$ cat src/rtl/led_status_ctl_pkg.sv
// Shared LED mode encoding for the status controller and its channels.
// Encoding values are the ones the CSR side writes on wr_mode.
package led_status_ctl_pkg;

  localparam int LED_MODE_W = 2;

  typedef enum logic [LED_MODE_W-1:0] {
    LED_MODE_OFF   = 2'd0,
    LED_MODE_ON    = 2'd1,
    LED_MODE_BLINK = 2'd2,
    LED_MODE_FLASH = 2'd3
  } led_mode_e;

  function automatic logic mode_lit(input led_mode_e m);
    return (m != LED_MODE_OFF);
  endfunction

endpackage

$ cat src/rtl/led_status_chan.sv
// One LED channel: mode/half registers, tick phase counter, LED drive and
// the one-cycle flash completion pulse.
module led_status_chan
  import led_status_ctl_pkg::*;
#(
  parameter int HALF_W = 16
) (
  input  logic              clk,
  input  logic              rst,
  input  logic              i_wr,
  input  led_mode_e         i_mode,
  input  logic [HALF_W-1:0] i_half,
  input  logic              i_tick,
  output logic              o_led,
  output logic              o_done
);

  led_mode_e         r_mode;
  logic [HALF_W-1:0] r_half;
  logic [HALF_W-1:0] r_phase;
  logic              r_led;
  logic              r_done;
  logic              w_last;

  // r_half is stored already normalised (never 0), so half-1 cannot wrap
  assign w_last = (r_phase == (r_half - 1'b1));

  always_ff @(posedge clk or negedge rst) begin
    if (!rst) begin
      r_mode  <= LED_MODE_OFF;
      r_half  <= {{(HALF_W-1){1'b0}}, 1'b1};
      r_phase <= '0;
      r_led   <= 1'b0;
      r_done  <= 1'b0;
    end else begin
      r_done <= 1'b0;
      if (i_wr) begin
        r_mode  <= i_mode;
        r_half  <= (i_half == '0) ? {{(HALF_W-1){1'b0}}, 1'b1} : i_half;
        r_phase <= '0;
        r_led   <= mode_lit(i_mode);
      end else if (i_tick) begin
        case (r_mode)
          LED_MODE_BLINK: begin
            if (w_last) begin
              r_led   <= ~r_led;
              r_phase <= '0;
            end else begin
              r_phase <= r_phase + 1'b1;
            end
          end
          LED_MODE_FLASH: begin
            if (w_last) begin
              r_led   <= 1'b0;
              r_mode  <= LED_MODE_OFF;
              r_phase <= '0;
              r_done  <= 1'b1;
            end else begin
              r_phase <= r_phase + 1'b1;
            end
          end
          default: ;
        endcase
      end
    end
  end

  assign o_led  = r_led;
  assign o_done = r_done;

endmodule

$ cat src/rtl/led_status_ctl.sv
// Multi-channel LED status driver: shared tick prescaler plus write decode
// feeding N_LED independent channels.
module led_status_ctl
  import led_status_ctl_pkg::*;
#(
  parameter int CLK_HZ  = 25_000_000,
  parameter int TICK_HZ = 1000,
  parameter int N_LED   = 4,
  parameter int HALF_W  = 16
) (
  input  logic                  clk,
  input  logic                  rst,
  input  logic                  wr_en,
  input  logic [3:0]            wr_ch,
  input  logic [LED_MODE_W-1:0] wr_mode,
  input  logic [HALF_W-1:0]     wr_half,
  output logic [N_LED-1:0]      led_o,
  output logic [N_LED-1:0]      flash_done,
  output logic                  tick_o
);

  localparam int              PRESCALE = CLK_HZ / TICK_HZ;
  localparam int              PS_W     = $clog2(PRESCALE);
  localparam logic [PS_W-1:0] PS_MAX   = PS_W'(PRESCALE - 1);
  localparam logic [4:0]      N_LED_L  = 5'(N_LED);

  logic [PS_W-1:0]  r_cnt;
  logic             r_tick;
  logic             w_ch_ok;
  logic [N_LED-1:0] w_wr;

  always_ff @(posedge clk or negedge rst) begin
    if (!rst) begin
      r_cnt  <= '0;
      r_tick <= 1'b0;
    end else begin
      r_cnt  <= (r_cnt == PS_MAX) ? '0 : r_cnt + 1'b1;
      r_tick <= (r_cnt == PS_MAX);
    end
  end

  assign tick_o  = r_tick;
  // out-of-range channel writes are dropped entirely
  assign w_ch_ok = ({1'b0, wr_ch} < N_LED_L);

  for (genvar g = 0; g < N_LED; g++) begin : g_ch
    assign w_wr[g] = wr_en && w_ch_ok && (wr_ch == 4'(g));

    led_status_chan #(.HALF_W(HALF_W)) u_chan (
      .clk    (clk),
      .rst    (rst),
      .i_wr   (w_wr[g]),
      .i_mode (led_mode_e'(wr_mode)),
      .i_half (wr_half),
      .i_tick (r_tick),
      .o_led  (led_o[g]),
      .o_done (flash_done[g])
    );
  end

endmodule

$ cat config.mk
export PLATFORM = sky130hd
export DESIGN_NAME = led_status_ctl
export DESIGN_NICKNAME = d
export VERILOG_FILES = /design/src/rtl/led_status_ctl_pkg.sv /design/src/rtl/led_status_chan.sv /design/src/rtl/led_status_ctl.sv
export SDC_FILE = /design/constraint.sdc
export NUM_CORES = 1
export LEC_CHECK = 0
export BUFFER_PORTS_ARGS = -buffer_cell sky130_fd_sc_hd__buf_2
export CAP_MARGIN = 20
export CORE_ASPECT_RATIO = 1.5
export CORE_UTILIZATION = 61
export DETAILED_ROUTE_END_ITERATION = 10
export PLACE_DENSITY = 0.88
export SLEW_MARGIN = 0
export SYNTH_ARGS = -nofsm -noshare
export SYNTH_HDL_FRONTEND = slang
export SYNTH_SLANG_ARGS = --single-unit
$ cat constraint.sdc
create_clock -name clk -period 3.5 [get_ports clk]
set_input_delay 0.7 -clock clk [delete_from_list [all_inputs] [get_ports clk]]
set_output_delay 0.7 -clock clk [all_outputs]
set_load 0.01 [all_outputs]
==> flow_summary.yaml <==
critical_path:
  crit_arrival_ns: 3.38
  critical_path_class: "register to register"
  rrSetupSlack_ns: 0.44
  rr_worst_depth: 10
  critical_path.cell_chain: "inv_1 > ha_1 > or3b_2 > or4_1 > or4_1 > o211ai_2 > nand2_1 > o21ai_2 > buf_4 > o21ai_0"
  r2r_start: "g_ch[0].u_chan.r_half[1]"
  worstPathRequired_ns: 3.82
  crit_path_end: "g_ch[0].u_chan.r_mode[0]"
  slowest_stage: "or4_1"
  setup.worst_path.start_class: "register"
  r2r-end: "g_ch[0].u_chan.r_mode[0]"
  crit_start: "g_ch[0].u_chan.r_half[1]"
  critPathMaxFanout: 15
  end_kind: "register"
  critPathMaxStageDelay_ns: 0.57
  crit_top_cell: "or4_1"
timing:
  relSlewSlack_pct: 50.9
  period_needed_ns: 3.06
  period_share_pct: 87.5
  tightest_slew_ns: 0.734
  drv_slew: 0
  setup_viol: 0
  rsz0062_at_grt: "no"
  finalHoldViolCount: 0
  clock_skew_ns: 0.00976
  max_freq_mhz: 327
  finalSetupTns_ns: 0
global_routing:
  overflow: 0
  grt_pass1_vias: 8109
  grt_usage_pct: 30.3
  grt_max_degree: 61
  grt_first_pass_wirelength_microns: 38900
  antenna_found_initial: 0
clock_tree:
  postCtsSetupBuffers: 0
  clk_pin_slew_ns: 0.06
  clock-sinks: 160
  htree_levels: 4
  ctsResizeCount: 0
  cts_tree: "done"
  numCtsBuffers: 17
  cts_root_buffer: "clkbuf_16"
  clock_latency_ns: 0.43
  hold_buffers: 0
  clockBufferDepth: 2
route:
  routed-via-count: 8284
  drcViolationCount: 0
  ant_nets: 0
  via_per_inst: 6.15
  wirelength_microns: 23100
  drt_iter0_drc: 712
  avgRoutedWirePerCell_microns: 17.2
  dr.pass1.iters: 7
power_and_ir_drop:
  swShare_pct: 33.6
  combPwrFrac_pct: 23.3
  p_int_uw: 3690
  clkPwrFrac_pct: 32.5
  leakage_uw: 0.00463
  power_density_mw_per_mm2: 535
  p_sw_uw: 1860
  seqPwrFrac_pct: 44.2
  vdd_drop_max_mv: 0.491
floorplanning:
  start_util_pct: 62.9
  io_pins: 34
  die_area_sq_mm: 0.0161
  core.rowCount: 55
  core-area_sq_mm: 0.0151
  die_h_microns: 155
  dieWidth_microns: 104
hold_path:
  hp-class: "input port to async pin"
synthesis:
  synth_ff_type: "dfrtp_1"
  async_flop_share_pct: 100
  synthTopCellsByArea: "dfrtp_1 41%, nand2_1 9.9%, xnor2_1 6.3%"
  synth_top_area_share_pct: 41.0
  yosys-top-cells-count: "250 x nand2_1, 156 x dfrtp_1, 103 x nor2_1"
  synth_area_per_cell_sq_um: 8.44
  ys_seq_area_share_pct: 42.1
  synth_area_sq_mm: 0.00952
  yosys.area.top_type: "dfrtp_1"
  postSynthCellCount: 1128
  ys_types: 75
  synth_edf_count: 0
  synth_most_common_cell: "nand2_1"
  ys_warn_count: 0
  ys_ff_latch: 160
  synthesis.nets: 1162
layout:
  drive_gt1_share_pct: 9.67
  layout.nets: 1169
  area_growth_pct: 9.00
  nFillCells: 1155
  antennaDiodeCount: 0
  final_cells: 1347
  finalCoreUtilization_pct: 68.6
flow_run:
  max-cap-violations: 0
place:
  dpl.hpwl_microns: 16200
  place_congestion: 0.934
  dp_cells: 1315
  port_buffers: 33
status:
  status: "finished, final reports clean"
[power groups by stage]
stage / Sequential (uW) / Clock (uW) / Combinational [uW]
global route: 2490 / 1900 / 1430
global placement: 2450 / 0 / 1200
finish: 2460 / 1800 / 1290
detailed placement: 2470 / 0 / 1250
CTS: 2440 / 1820 / 1280
floorplan: 2310 / 0 / 1070
[worst min path at each step]
stage,from,end,cells past startpoint
2_1_floorplan,rst,g_ch[0].u_chan.o_done,0
3_3_place_gp,r_cnt[0],r_cnt[0],1
3_5_place_dp,r_cnt[0],r_cnt[0],1
4_1_cts,rst,g_ch[0].u_chan.r_half[9],1
5_1_grt,rst,g_ch[0].u_chan.r_half[13],1
6_report,rst,g_ch[0].u_chan.r_half[11],1
[cells by family after synthesis]
family | count (synthesis) | synth area share, %
and+or+nand+nor | 599 | 30.1
DFF | 160 | 42.1
xor gates and xnor gates | 136 | 12.5
AOI/OAI and AO/OA | 133 | 9.38
buffers and inverters | 83 | 3.89
adders and majority gates | 9 | 1.18
muxes | 8 | 0.867
[cell type report]
cell class              count  area [sq um]  share of cell area, %
multi-input cells         885          5140                   49.5
clock inverters            11           105                   1.01
well taps                 199           249                   2.40
inverters                  21          78.8                  0.759
clock buffers              21           470                   4.53
repair buffers             50           324                   3.12
flip-flops and latches    160          4010                   38.6
[through the flow]
stage	setup WS (ns)	area [sq um]	total power [uW]	hold WS, ns
final	0.439	10400	5550	0.221
after global routing	0.234	10400	5830	0.254
after CTS	0.452	10400	5540	0.245
after detailed placement	0.460	9800	3720	0.458
after global placement	0.536	9800	3660	0.453
after floorplan	0.542	9520	3380	0.404
[layout by cell type, fill, tap and decap left out, types with 8 or more instances in the layout]
master,netlist,layout
nand4_1,26,26
clkbuf_16,0,17
nor2b_1,10,10
or3_1,13,13
o21ai_0,40,40
xor2_1,68,68
ha_1,9,9
nand3b_1,10,10
buf_2,7,32
nand3_1,33,33
dfrtp_1,156,156
and2_1,8,8
xnor2_1,68,68
nand2_1,250,250
nor3_1,45,45
nand2b_1,9,9
a21oi_1,24,24
buf_4,9,15
nor2_1,103,103
nor4_1,26,26
inv_1,21,21
o211ai_1,9,9
or4_1,14,14
and3_1,22,22
[sequential cells by signal, indices dropped and copies added (netlist names)]
register             flops
g_ch.u_chan.o_done       4
g_ch.u_chan.o_led        4
g_ch.u_chan.r_half      64
g_ch.u_chan.r_mode       8
g_ch.u_chan.r_phase     64
r_cnt                   15
tick_o                   1
[worst max-delay path: cells and delay by family (launching register included)]
family	cells	cell delay [ns]
flip-flops	1	0.39
AO/OA/AOI/OAI	3	0.33
buffers and inverters	2	0.29
adder cells (fa/ha/maj)	1	0.17
AND/OR/NAND/NOR	4	1.76
[routing by layer]
metal  up-vias  GRT usage [%]  wire [microns]
li1       3883              -               -
met1      3988           35.8            9020
met2       331           51.8           11700
met3        82           5.78            1190
met4         0           17.3            1210
met5         -              0               0
Note: power is estimated with default switching activity, not from simulation.
